--- src/rtl/fetch_pkg.sv ---
// -----------------------------------------------------------------------------
// fetch_pkg
// Shared definitions for the fetch -> decode instruction queue.
//   PC_W, INSTR_W, HIST_W : default datapath widths
//   NOP_INSTR/NOP_PC/NOP_NPC : values shown to decode on a bubble; they match
//                              what the decode pipeline register loads when it
//                              inserts a bubble itself
//   fq_entry_t             : one queued fetch packet
//   nop_entry()            : the bubble packet
// -----------------------------------------------------------------------------
package fetch_pkg;

    localparam int PC_W    = 32;
    localparam int INSTR_W = 32;
    localparam int HIST_W  = 8;

    // addi x0, x0, 0
    localparam logic [INSTR_W-1:0] NOP_INSTR = 32'h0000_0013;
    localparam logic [PC_W-1:0]    NOP_PC    = '0;
    localparam logic [PC_W-1:0]    NOP_NPC   = '0;

    typedef struct packed {
        logic [PC_W-1:0]    pc;
        logic [PC_W-1:0]    npc;
        logic [INSTR_W-1:0] instr;
        logic               predict;
        logic               train_valid;
        logic [HIST_W-1:0]  history;
    } fq_entry_t;

    function automatic fq_entry_t nop_entry();
        fq_entry_t e;
        e.pc          = NOP_PC;
        e.npc         = NOP_NPC;
        e.instr       = NOP_INSTR;
        e.predict     = 1'b0;
        e.train_valid = 1'b0;
        e.history     = '0;
        return e;
    endfunction

endpackage

--- src/rtl/fetch_queue_mem.sv ---
// -----------------------------------------------------------------------------
// fetch_queue_mem
// DEPTH x fq_entry_t register array, one synchronous write port and one
// asynchronous read port. Contents are not reset: validity is tracked by the
// pointer/count control in fetch_queue.
//   clk_i    : clock, rising edge
//   we_i     : write enable
//   waddr_i  : write index
//   wdata_i  : entry to write
//   raddr_i  : read index
//   rdata_o  : entry at raddr_i (combinational)
// -----------------------------------------------------------------------------
module fetch_queue_mem
    import fetch_pkg::*;
#(
    parameter int DEPTH = 4
) (
    input  logic                     clk_i,
    input  logic                     we_i,
    input  logic [$clog2(DEPTH)-1:0] waddr_i,
    input  fq_entry_t                wdata_i,
    input  logic [$clog2(DEPTH)-1:0] raddr_i,
    output fq_entry_t                rdata_o
);

    fq_entry_t mem_q [DEPTH];

    always_ff @(posedge clk_i) begin
        if (we_i) begin
            mem_q[waddr_i] <= wdata_i;
        end
    end

    assign rdata_o = mem_q[raddr_i];

endmodule

--- src/rtl/fetch_queue.sv ---
// -----------------------------------------------------------------------------
// fetch_queue
// Instruction queue between fetch and the decode pipeline register. Buffers
// fetched instructions with PC, predicted nPC and predictor training info so
// fetch can keep running while decode stalls. The head entry is presented to
// decode; an empty queue (or a flush cycle) presents a NOP bubble.
//
// Ports
//   clk_i, rst            : clock (rising edge), async active-high reset
//   F_valid_i/F_ready_o   : fetch push handshake
//   F_PC_i, F_nPC_i, F_instr_i, F_train_predict_i, F_train_vaild_i,
//   F_train_history_i     : fetch packet
//   D_stall_i             : decode holds its current instruction
//   flush_i               : redirect, discard all entries
//   D_valid_o, D_commit_o : head is a real instruction
//   D_PC_o, D_nPC_o, D_instr_o, D_train_*_o : head packet (NOP when invalid)
//   count_o               : occupancy 0..DEPTH
//
// Build option
//   FETCH_QUEUE_BYPASS_EN : when the queue is empty, an offered fetch packet is
//                           shown to decode in the same cycle; if decode is not
//                           stalled it is consumed without being written.
// -----------------------------------------------------------------------------
module fetch_queue
    import fetch_pkg::*;
#(
    parameter int DEPTH   = 4,
    // Widths must agree with fetch_pkg, which sizes the stored entry.
    parameter int PC_W    = fetch_pkg::PC_W,
    parameter int INSTR_W = fetch_pkg::INSTR_W,
    parameter int HIST_W  = fetch_pkg::HIST_W
) (
    input  logic                       clk_i,
    input  logic                       rst,

    input  logic                       F_valid_i,
    input  logic [PC_W-1:0]            F_PC_i,
    input  logic [PC_W-1:0]            F_nPC_i,
    input  logic [INSTR_W-1:0]         F_instr_i,
    input  logic                       F_train_predict_i,
    input  logic                       F_train_vaild_i,
    input  logic [HIST_W-1:0]          F_train_history_i,
    output logic                       F_ready_o,

    input  logic                       D_stall_i,
    input  logic                       flush_i,

    output logic                       D_valid_o,
    output logic [PC_W-1:0]            D_PC_o,
    output logic [PC_W-1:0]            D_nPC_o,
    output logic [INSTR_W-1:0]         D_instr_o,
    output logic                       D_train_predict_o,
    output logic                       D_train_vaild_o,
    output logic [HIST_W-1:0]          D_train_history_o,
    output logic                       D_commit_o,
    output logic [$clog2(DEPTH):0]     count_o
);

    localparam int PTR_W = $clog2(DEPTH);
    localparam int CNT_W = PTR_W + 1;
    localparam logic [CNT_W-1:0] FULL_CNT = CNT_W'(DEPTH);

    logic [PTR_W-1:0] rd_ptr_q, rd_ptr_d;
    logic [PTR_W-1:0] wr_ptr_q, wr_ptr_d;
    logic [CNT_W-1:0] count_q,  count_d;

    logic      empty;
    logic      byp;
    logic      push;
    logic      pop_mem;
    logic      head_valid;
    fq_entry_t f_entry;
    fq_entry_t rd_entry;
    fq_entry_t head;

    assign f_entry.pc          = F_PC_i;
    assign f_entry.npc         = F_nPC_i;
    assign f_entry.instr       = F_instr_i;
    assign f_entry.predict     = F_train_predict_i;
    assign f_entry.train_valid = F_train_vaild_i;
    assign f_entry.history     = F_train_history_i;

    assign empty     = (count_q == '0);
    // Full/empty come from count only; pointers alias when full.
    assign F_ready_o = (count_q != FULL_CNT);

`ifdef FETCH_QUEUE_BYPASS_EN
    assign byp = empty & F_valid_i & ~flush_i;
`else
    assign byp = 1'b0;
`endif

    // A bypassed packet that decode takes right away never enters storage.
    assign push    = F_valid_i & F_ready_o & ~flush_i & ~(byp & ~D_stall_i);
    assign pop_mem = ~empty & ~D_stall_i & ~flush_i;

    assign head_valid = (~empty | byp) & ~flush_i;

    fetch_queue_mem #(
        .DEPTH (DEPTH)
    ) u_mem (
        .clk_i   (clk_i),
        .we_i    (push),
        .waddr_i (wr_ptr_q),
        .wdata_i (f_entry),
        .raddr_i (rd_ptr_q),
        .rdata_o (rd_entry)
    );

    always_comb begin
        rd_ptr_d = rd_ptr_q;
        wr_ptr_d = wr_ptr_q;
        count_d  = count_q;
        if (flush_i) begin
            rd_ptr_d = '0;
            wr_ptr_d = '0;
            count_d  = '0;
        end else begin
            if (push) begin
                wr_ptr_d = wr_ptr_q + PTR_W'(1);
            end
            if (pop_mem) begin
                rd_ptr_d = rd_ptr_q + PTR_W'(1);
            end
            if (push && !pop_mem) begin
                count_d = count_q + CNT_W'(1);
            end else if (!push && pop_mem) begin
                count_d = count_q - CNT_W'(1);
            end
        end
    end

    always_ff @(posedge clk_i or posedge rst) begin
        if (rst) begin
            rd_ptr_q <= '0;
            wr_ptr_q <= '0;
            count_q  <= '0;
        end else begin
            rd_ptr_q <= rd_ptr_d;
            wr_ptr_q <= wr_ptr_d;
            count_q  <= count_d;
        end
    end

    always_comb begin
        head = nop_entry();
        if (head_valid) begin
            head = empty ? f_entry : rd_entry;
        end
    end

    assign D_valid_o         = head_valid;
    assign D_commit_o        = head_valid;
    assign D_PC_o            = head.pc;
    assign D_nPC_o           = head.npc;
    assign D_instr_o         = head.instr;
    assign D_train_predict_o = head.predict;
    assign D_train_vaild_o   = head.train_valid;
    assign D_train_history_o = head.history;
    assign count_o           = count_q;

endmodule

--- config.mk ---
export PLATFORM = sky130hd
export DESIGN_NAME = fetch_queue
export DESIGN_NICKNAME = d
export VERILOG_FILES = /design/src/rtl/fetch_pkg.sv /design/src/rtl/fetch_queue_mem.sv /design/src/rtl/fetch_queue.sv
export SDC_FILE = /design/constraint.sdc
export NUM_CORES = 1
export LEC_CHECK = 0
export CORE_ASPECT_RATIO = 2
export CORE_MARGIN = 1
export CORE_UTILIZATION = 55
export DETAILED_ROUTE_END_ITERATION = 8
export GPL_TIMING_DRIVEN = 0
export PLACE_DENSITY = 0.9
export SYNTH_ARGS = -nofsm -noshare
export SYNTH_HDL_FRONTEND = slang
export SYNTH_SLANG_ARGS = --single-unit
--- constraint.sdc ---
create_clock -name clk_i -period 4.5 [get_ports clk_i]
set_clock_uncertainty 0.1 [all_clocks]
set_input_delay 0.45 -clock clk_i [delete_from_list [all_inputs] [get_ports clk_i]]
set_output_delay 0.45 -clock clk_i [all_outputs]
set_load 0.02 [all_outputs]
==> reports/results.ini <==
[timing]
hold_violations=0
fin_crit_ns=3.862
holdWs_ns=0.07663
rsz0062_at_grt=false
post-route-period-util_pct=85.81
maxSlewViolCount=0
slew_headroom_pct=40.56
max_clock_freq_ghz=0.2590
finalSetupViolations=0
tightest_slew_ns=0.8917

[clock_tree]
cts_resized=0
clk_latency_ns=0.52
clkSlewWorstSetupHoldPaths_ns=0.07
cts.htree.levels=2
cts_max_path_buffers=3
cts_tree=built
cts_root_buf=clkbuf_16
cts.sinks=431
cts_made_buffers=35
holdBufCountCts=0
post_cts_buffers=0

[synth]
synth_edf_count=424
ys.flop_type=edfxtp_1
synthTopCellsByArea=edfxtp_1 (77%), mux4_2 (14%), and2_1 (4.1%), dfrtp_1 (1.1%), clkbuf_1 (0.43%)
synthDistinctLibCells=30
postSynthNetCount=853
synth_top_area_share_pct=77.12
ys_warn_count=0
postSynthAreaPerCell_sq_um=22.40
synth.cell_area_sq_um=16510
synth_top_area_cell=edfxtp_1
ys_async_sr_fraction_pct=1.624
ys_seq_area_share_pct=78.18
synthCells=737
ys_ff_latch=431

[worst_setup_path]
critPathKind=flop to output pin
cp.required_ns=3.95
critPathLaunchType=flop
arrival_ns=3.31
critical_path.endpoint_type=output pin
crit_path_max_fanout=10

[layout]
nFillCells=1743
final_cell_mix=edfxtp_1 (424), clkdlybuf4s50_1 (221), mux4_2 (106)
drive_gt1_share_pct=18.44
final_common_cell=edfxtp_1
instances_no_fill=1392
nNetsFinal=1116
area_growth_pct=23.93
regArea_sq_um=12910
multi_input_area_sq_um=3396

[placed_design]
place.gp.congestion=0.7738
dp.cells=1327
hpwl_mm=21.65
port-buffer-count=221

[routing]
vias_per_cell=5.810
wl_mm=32.92
drt_pre_antenna_iters=7
avgRoutedWirePerCell_um=23.65
vias=8088
ant_nets=0
drt_iter0_drc=492
remaining_drc_errors=0

[job]
cap_violations=0

[die]
rows=89
initial_core_util_pct=55.95
die_w_um=124.5
io_pins=223
dieArea_sq_um=30760
coreArea_sq_um=29510
fp.dieH_um=247.0

[grt]
grt_pass1_vias=8781
antenna_found_initial=6
grt-ovfl-total=0
grt_pass1_wl_mm=49.76
track_usage_pct=21.63
grt_start_max_net_pins=59

[power]
vdd_ir_drop_max_mv=0.3826
power_density_nw_per_um2=516.3
p_leak_nw=6.492

[run_status]
status=complete, no violations

[worst_hold_path]
min_path_type=input pin to async pin

report_power, final:
part	internal (mW)	switching [mW]	total, mW
Combinational	1.41	1.39	2.80
Sequential	4.66	0.0768	4.73
Clock	1.68	1.35	3.03
synthesized netlist by cell type (2+ instances only):
| master | n |
|---|---|
| and2_1 | 107 |
| edfxtp_1 | 424 |
| nor2b_1 | 4 |
| inv_1 | 6 |
| or3_1 | 3 |
| buf_2 | 14 |
| nor2_1 | 11 |
| buf_6 | 4 |
| mux4_2 | 106 |
| clkbuf_1 | 19 |
| xnor2_1 | 4 |
| o21ai_0 | 2 |
| dfrtp_1 | 7 |
| a21oi_1 | 7 |
| ha_1 | 4 |
through the flow:
| step | utilization, % | area (sq um) | total power [mW] | setup TNS (ns) | setup WS, ns |
|---|---|---|---|---|---|
| final | 69.33 | 20460 | 10.56 | 0 | 0.6384 |
| after global routing | 69.32 | 20460 | 10.94 | 0 | 0.4381 |
| after CTS | 69.31 | 20450 | 10.66 | 0 | 0.5732 |
| after detailed placement | 65.46 | 19320 | 7.655 | 0 | 0.8337 |
| after global placement | 64.99 | 19180 | 7.598 | -746.86 | -1.791 |
| after floorplan | - | 16510 | 6.537 | 0 | 0.3671 |
worst paths after layout:
| path | startpoint | endpoint | slack (ns) | depth (start not counted) |
|---|---|---|---|---|
| max reg2reg | count_o[2] | u_mem.mem_q[2][66] | 1.68 | 5 |
| min in group clk_i | F_nPC_i[13] | u_mem.mem_q[3][55] | 0.46 | 1 |
| min reg2reg | wr_ptr_q[1] | wr_ptr_q[1] | 0.52 | 2 |
| min | rst | count_o[2] | 0.08 | 2 |
| max in group asynchronous | rst | rd_ptr_q[0] | 3.98 | 2 |
| max | count_o[1] | D_nPC_o[4] | 0.64 | 6 |
registers in the layout (all words and copies together), names as in the netlist:
| signal | count |
|---|---|
| u_mem.mem_q | 424 |
| wr_ptr_q | 2 |
| rd_ptr_q | 2 |
| count_o | 3 |
final cells by class:
class                           instances  area share [%]
Inverter                                6          0.1101
Antenna cell                            3         0.03669
Tap cell                              364           2.226
Timing Repair Buffer                  226           11.45
Multi-Input combinational cell        262           16.60
Clock inverter                         23          0.9846
Sequential cell                       431           63.09
Buffer                                 38          0.9479
Clock buffer                           39           4.562
per-layer routing:
layer	vias up	track usage [%]	share of wire, %
met5	-	0	0.12
met3	84	4.089	4.7
met1	4197	23.20	35
met4	6	10.10	3.5
met2	275	40.62	57
li1	3526	-	-
critical path: stages (launching register included):
cell,delay (ns)
dfrtp_1,0.53
nor3_2,0.14
nor2_1,0.46
buf_2,0.40
clkbuf_1,0.39
and2_1,0.24
clkdlybuf4s50_1,0.62
kinds of logic after synthesis:
| kind of cell | after synthesis | share of synthesized area, % |
|---|---|---|
| adders and majority gates | 5 | 0.4244 |
| AOI/OAI and AO/OA | 15 | 0.5609 |
| and+or+nand+nor | 132 | 4.850 |
| DFF | 431 | 78.18 |
| muxes | 106 | 14.46 |
| buffers and inverters | 44 | 1.311 |
| xor gates and xnor gates | 4 | 0.2122 |
Note: power is estimated with default switching activity, not from simulation.
==> RTL edit 1, RTL diff (config.mk and constraints unchanged) <==
Register the output `count_o` once more; this adds one clock of latency there. The other outputs are not delayed to match.
--- a/src/rtl/fetch_queue.sv
+++ b/src/rtl/fetch_queue.sv
@@ -158,5 +158,7 @@
     assign D_train_vaild_o   = head.train_valid;
     assign D_train_history_o = head.history;
-    assign count_o           = count_q;
+    always_ff @(posedge clk_i) begin
+        count_o <= count_q;
+    end
 
 endmodule
Formal check against the unedited RTL: not equivalent (Yosys sat finds a counterexample within 4 cycles, from zero or initial values and one cycle with rst high).
==> RTL edit 1 against the unedited design <==
- synthesized area rose by 0.25%
- setup slack improved by 0.057 ns
- combinational power fell by 11%
- first-iteration DRC count rose by 18%
- via count fell by 2.2%
- design area barely moved
- count of clock-buffer cells in the layout rose by 7
- non-clock buffer count fell by 1
- sequential share of layout area rose by 0.35 points
- total power fell by 3.8%
- sequential power barely moved
- sequential cell count rose by 3
- wire length fell by 0.13%
- global-route usage rose by 0.090 points
- critical path type unchanged
- critical endpoint is now D_nPC_o[27]
- largest power group unchanged
- highest routed layer unchanged
==> RTL edit 1: results (changes against the unedited design) <==
Outcome
  – Run status: completed (unchanged)

Cells and area
  – Fraction of area in registers: 63.4% (was 63.1%)
  – Clkbuf count: 46 (was 39)
  – #MultiIn Comb: 260 (was 262)
  – Clock buf/inv share: 5.29% (was 5.55%)
  – Signal buf overhead: 12.4% (about the same)
  – Non-CTS buffers: 263 (was 264)
  – N_diodes: 5 (was 3)
  – Layout cells sized above 1: 17.2% (was 18.4%)
  – Nets@finish: 1117 (was 1116)
  – Multi-input gate share of the layout cell area: 16.5% (was 16.6%)
  – Fin util: 69.3% (about the same)
  – Fillers: 1735 (was 1743)

Route
  – DR iter-0 viols: 579 (was 492)
  – Met1 wire length: 11.4 mm (was 11.5 mm)
  – Initial DRT Pass Iterations: 4 (was 7)
  – Met3 WL post-DR: 1.80 mm (was 1.56 mm)
  – Met2 Wirelength: 18.2 mm (was 18.7 mm)
  – Via count of the routed design: 7913 (was 8088)

Placed design
  – Dpl ws: 0.862 ns (was 0.834 ns)
  – Port buffer count: 222 (was 221)
  – Cell Area, Placed: 0.0193 sq mm (about the same)
  – Detail Placement HPWL: 21.3 mm (was 21.6 mm)
  – Gp weighted congestion: 0.730 (was 0.774)

Synth
  – Post-synth top cells: 424 x edfxtp_1, 108 x and2_1, 106 x mux4_2 (was 424 x edfxtp_1, 107 x and2_1, 106 x mux4_2)
  – Synth Area in Compound Gates: 0.454% (was 0.561%)
  – Post-Syn Area per Cell: 22.5 sq um (was 22.4 sq um)
  – Mux cell area share after synthesis: 14.4% (was 14.5%)
  – Async S/R FF share, synth: 1.61% (was 1.62%)
  – Post-synthesis adder-cell area fraction: 0.423% (was 0.424%)

Global routing
  – Vias in the first global route: 8587 (was 8781)
  – First-pass GRT wire length: 49.6 mm (was 49.8 mm)
  – GRT Overall Usage: 21.7% (was 21.6%)
  – Met1 Resource Use GR: 23.9% (was 23.2%)
  – Initial antenna violation count: 7 (was 6)
  – Met3 Track Usage GR: 4.28% (was 4.09%)
  – GR Util met2: 39.6% (was 40.6%)

Timing
  – Worst-margin pin slew: 0.860 ns (was 0.892 ns)
  – Fmax: 263 MHz (was 259 MHz)

Critical path
  – Reg2reg setup slack: 1.84 ns (was 1.68 ns)
  – CP endpoint: D_nPC_o[27] (was D_nPC_o[4])
  – Critical R2R Launch: count_q[2]$_DFFE_PP0P_ (was count_o[2]$_DFFE_PP0P_)
  – R2r endpoint: u_mem.mem_q[2][76]$_DFFE_PP_ (was u_mem.mem_q[2][66]$_DFFE_PP_)

Floorplanning
  – Die area: 0.0308 sq mm (about the same)

Clock tree
  – Total CTS buffers: 36 (was 35)
  – Clock sinks: 434 (was 431)

Power
  – Max rail drop VDD: 0.568 mV (was 0.383 mV)

Hold path
  – Hold Crit Class: in2async (unchanged)
==> RTL edit 1: cell types whose count changed in the layout (fill, tap and decap cells not counted), moves of 2 or more <==
cell,change
clkinv_2,-2
clkbuf_1,+9
inv_6,-3
dfxtp_1,+3
o21ai_0,+2
buf_2,-5
diode_2,+2
a211oi_1,+2
clkinv_1,-2
clkinvlp_4,-2
a21oi_1,-2
==> RTL edit 1: worst min-delay path by stage <==
stage,startpoint,to,slack [ns],cells past startpoint
after floorplan,rst,count_q[0]$_DFFE_PP0P_,0.15,1
after global placement,count_q[1]$_DFFE_PP0P_,count_o[1]$_DFF_P_,0.39,0
after detailed placement,count_q[1]$_DFFE_PP0P_,count_o[1]$_DFF_P_,0.41,0
after CTS,rst,count_q[2]$_DFFE_PP0P_,0.06,2
after global routing,rst,rd_ptr_q[1]$_DFFE_PP0P_,0.1,2
final,rst,count_q[2]$_DFFE_PP0P_,0.08,2
==> RTL edit 1: cell families (layout without fill, tap and decap cells) <==
logic type	count (synthesis)	in the layout
DFF	434	434
buffers and inverters	43	329
adders and majority gates	5	5
muxes	106	106
and+or+nand+nor	132	132
other	0	5
xor gates and xnor gates	4	4
AOI/OAI and AO/OA	13	13
==> RTL edit 1: worst max-delay path: stages, from the launching register on <==
cell and delay [ns]:
dfrtp_1 0.50, nor3_2 0.13, nor2_1 0.41, buf_2 0.43, clkbuf_1 0.39, and2_1 0.24, clkdlybuf4s50_1 0.62
==> RTL edit 1: where the power goes <==
part	internal (mW)	switching (mW)	total (mW)
Combinational	1.25	1.24	2.48
Clock	1.62	1.32	2.94
Sequential	4.67	0.0649	4.74
Total	7.54	2.63	10.2
==> RTL edit 2, RTL diff (same flow settings) <==
Without the edit above. The option `FETCH_QUEUE_BYPASS_EN` is turned on by a define.
--- a/src/rtl/fetch_queue.sv
+++ b/src/rtl/fetch_queue.sv
@@ -22,4 +22,6 @@
 //                           stalled it is consumed without being written.
 // -----------------------------------------------------------------------------
+`define FETCH_QUEUE_BYPASS_EN
+
 module fetch_queue
     import fetch_pkg::*;
Function: changed (a bounded check fails within 4 cycles, from zero or initial values and one cycle with rst high).
==> RTL edit 2 against the unedited design <==
- sequential cell count unchanged
- design area up 3.0%
- wire length up 12%
- setup slack worse by 0.23 ns
- synthesized area up 2.6%
- combinational power up 26%
- total power up 9.4%
- via count up 9.4%
- critical endpoint is now D_nPC_o[1]
==> RTL edit 2: results (changes against the unedited design) <==
Outcome
  – Run status: completed (unchanged)

Global routing
  – Initial antenna violation count: 7 (was 6)
  – GRT Overall Usage: 24.0% (was 21.6%)
  – Largest net degree at the start of global routing: 58 (was 59)
  – First-pass GRT wire length: 56.2 mm (was 49.8 mm)
  – Vias in the first global route: 9596 (was 8781)

Critical path
  – Reg2reg setup slack: 1.76 ns (was 1.68 ns)
  – Worst Path Arrival: 3.54 ns (was 3.31 ns)

Power
  – Max rail drop VDD: 0.453 mV (was 0.383 mV)
  – Pleak: 6.77 nW (was 6.49 nW)

Cells and area
  – Nets@finish: 1141 (was 1116)
  – Layout cells sized above 1: 19.7% (was 18.4%)

Timing
  – Hold WS: 0.0781 ns (was 0.0766 ns)
  – Fmax: 245 MHz (was 259 MHz)
  – Worst-margin pin slew: 0.840 ns (was 0.892 ns)

Synth
  – Register area share after synthesis: 76.2% (was 78.2%)
  – Post-synth top cells: 424 x edfxtp_1, 106 x mux4_2, 103 x a22o_1 (was 424 x edfxtp_1, 107 x and2_1, 106 x mux4_2)
  – Synth unique cells: 32 (was 30)
  – Synthesized Nets: 874 (was 853)
  – Async S/R FF share, synth: 1.62% (unchanged)
  – Post-synth EDFFs: 424 (unchanged)

Placed design
  – Gp weighted congestion: 0.792 (was 0.774)
  – Detail Placement HPWL: 23.3 mm (was 21.6 mm)

Clock tree
  – Post-cts sizing count: 0 (unchanged)
  – Total CTS buffers: 37 (was 35)

Route
  – DR iter-0 viols: 641 (was 492)
  – Final wirelength: 36.8 mm (was 32.9 mm)
  – Initial DRT Pass Iterations: 4 (was 7)
## RTL edit 2: final timing paths
kind,start,to,depth (start not counted)
setup / recovery,count_o[0]$_DFFE_PP0P_,D_nPC_o[1],7
min in group clk_i,D_stall_i,rd_ptr_q[1]$_DFFE_PP0P_,4
hold reg to reg,count_o[2]$_DFFE_PP0P_,count_o[2]$_DFFE_PP0P_,1
hold / removal,rst,count_o[0]$_DFFE_PP0P_,2
max in group asynchronous,rst,wr_ptr_q[0]$_DFFE_PP0P_,2
setup reg to reg,count_o[2]$_DFFE_PP0P_,u_mem.mem_q[1][56]$_DFFE_PP_,5
## RTL edit 2: routing by layer
layer | track usage, % | vias up | wire (microns)
met5 | 0 | - | 35
met4 | 11.8 | 6 | 1540
met3 | 3.82 | 91 | 1820
met2 | 43.4 | 343 | 20300
met1 | 27.3 | 4617 | 13100
li1 | - | 3790 | -
## RTL edit 2: area by class of cell
cell class                      count  area, sq um
Sequential cell                   431        12900
Fill cell                        1819         9100
Multi-Input combinational cell    266         3690
Timing Repair Buffer              228         2400
Clock buffer                       44          995
Tap cell                          368          460
Buffer                             53          312
Clock inverter                     23          269
Inverter                            8         30.0
Antenna cell                        4         10.0
## RTL edit 2: power breakdown
group,internal [mW],switching [mW],total (mW)
clock,1.90,1.42,3.32
combinational,1.72,1.80,3.52
sequential,4.66,0.0612,4.72
total,8.27,3.29,11.6
## RTL edit 2: critical path, cell delays in order (launching register included)
cell,delay [ns]
dfrtp_1,0.35
buf_2,0.20
nor3_1,0.10
nor2_1,0.32
clkbuf_1,0.63
clkbuf_1,0.51
a22o_1,0.21
clkdlybuf4s50_1,0.67
## RTL edit 2: cell families (layout without fill, tap and decap cells)
group	Yosys count	count (layout)	synth area share, %
flops	431	431	76.2
compound gates	117	117	5.92
mux	108	108	14.2
buf+inv	61	356	2.02
simple gates	32	32	0.975
fa+ha+maj	5	5	0.414
xor+xnor	4	4	0.207
other cells	0	4	0
## RTL edit 2: stage by stage
step / instance area, sq um / std cells
2_1_floorplan: 16900 / 758
3_3_place_gp: 19600 / 1347
3_5_place_dp: 19800 / 1354
4_1_cts: 21100 / 1421
5_1_grt: 21100 / 1424
6_report: 21100 / 1425
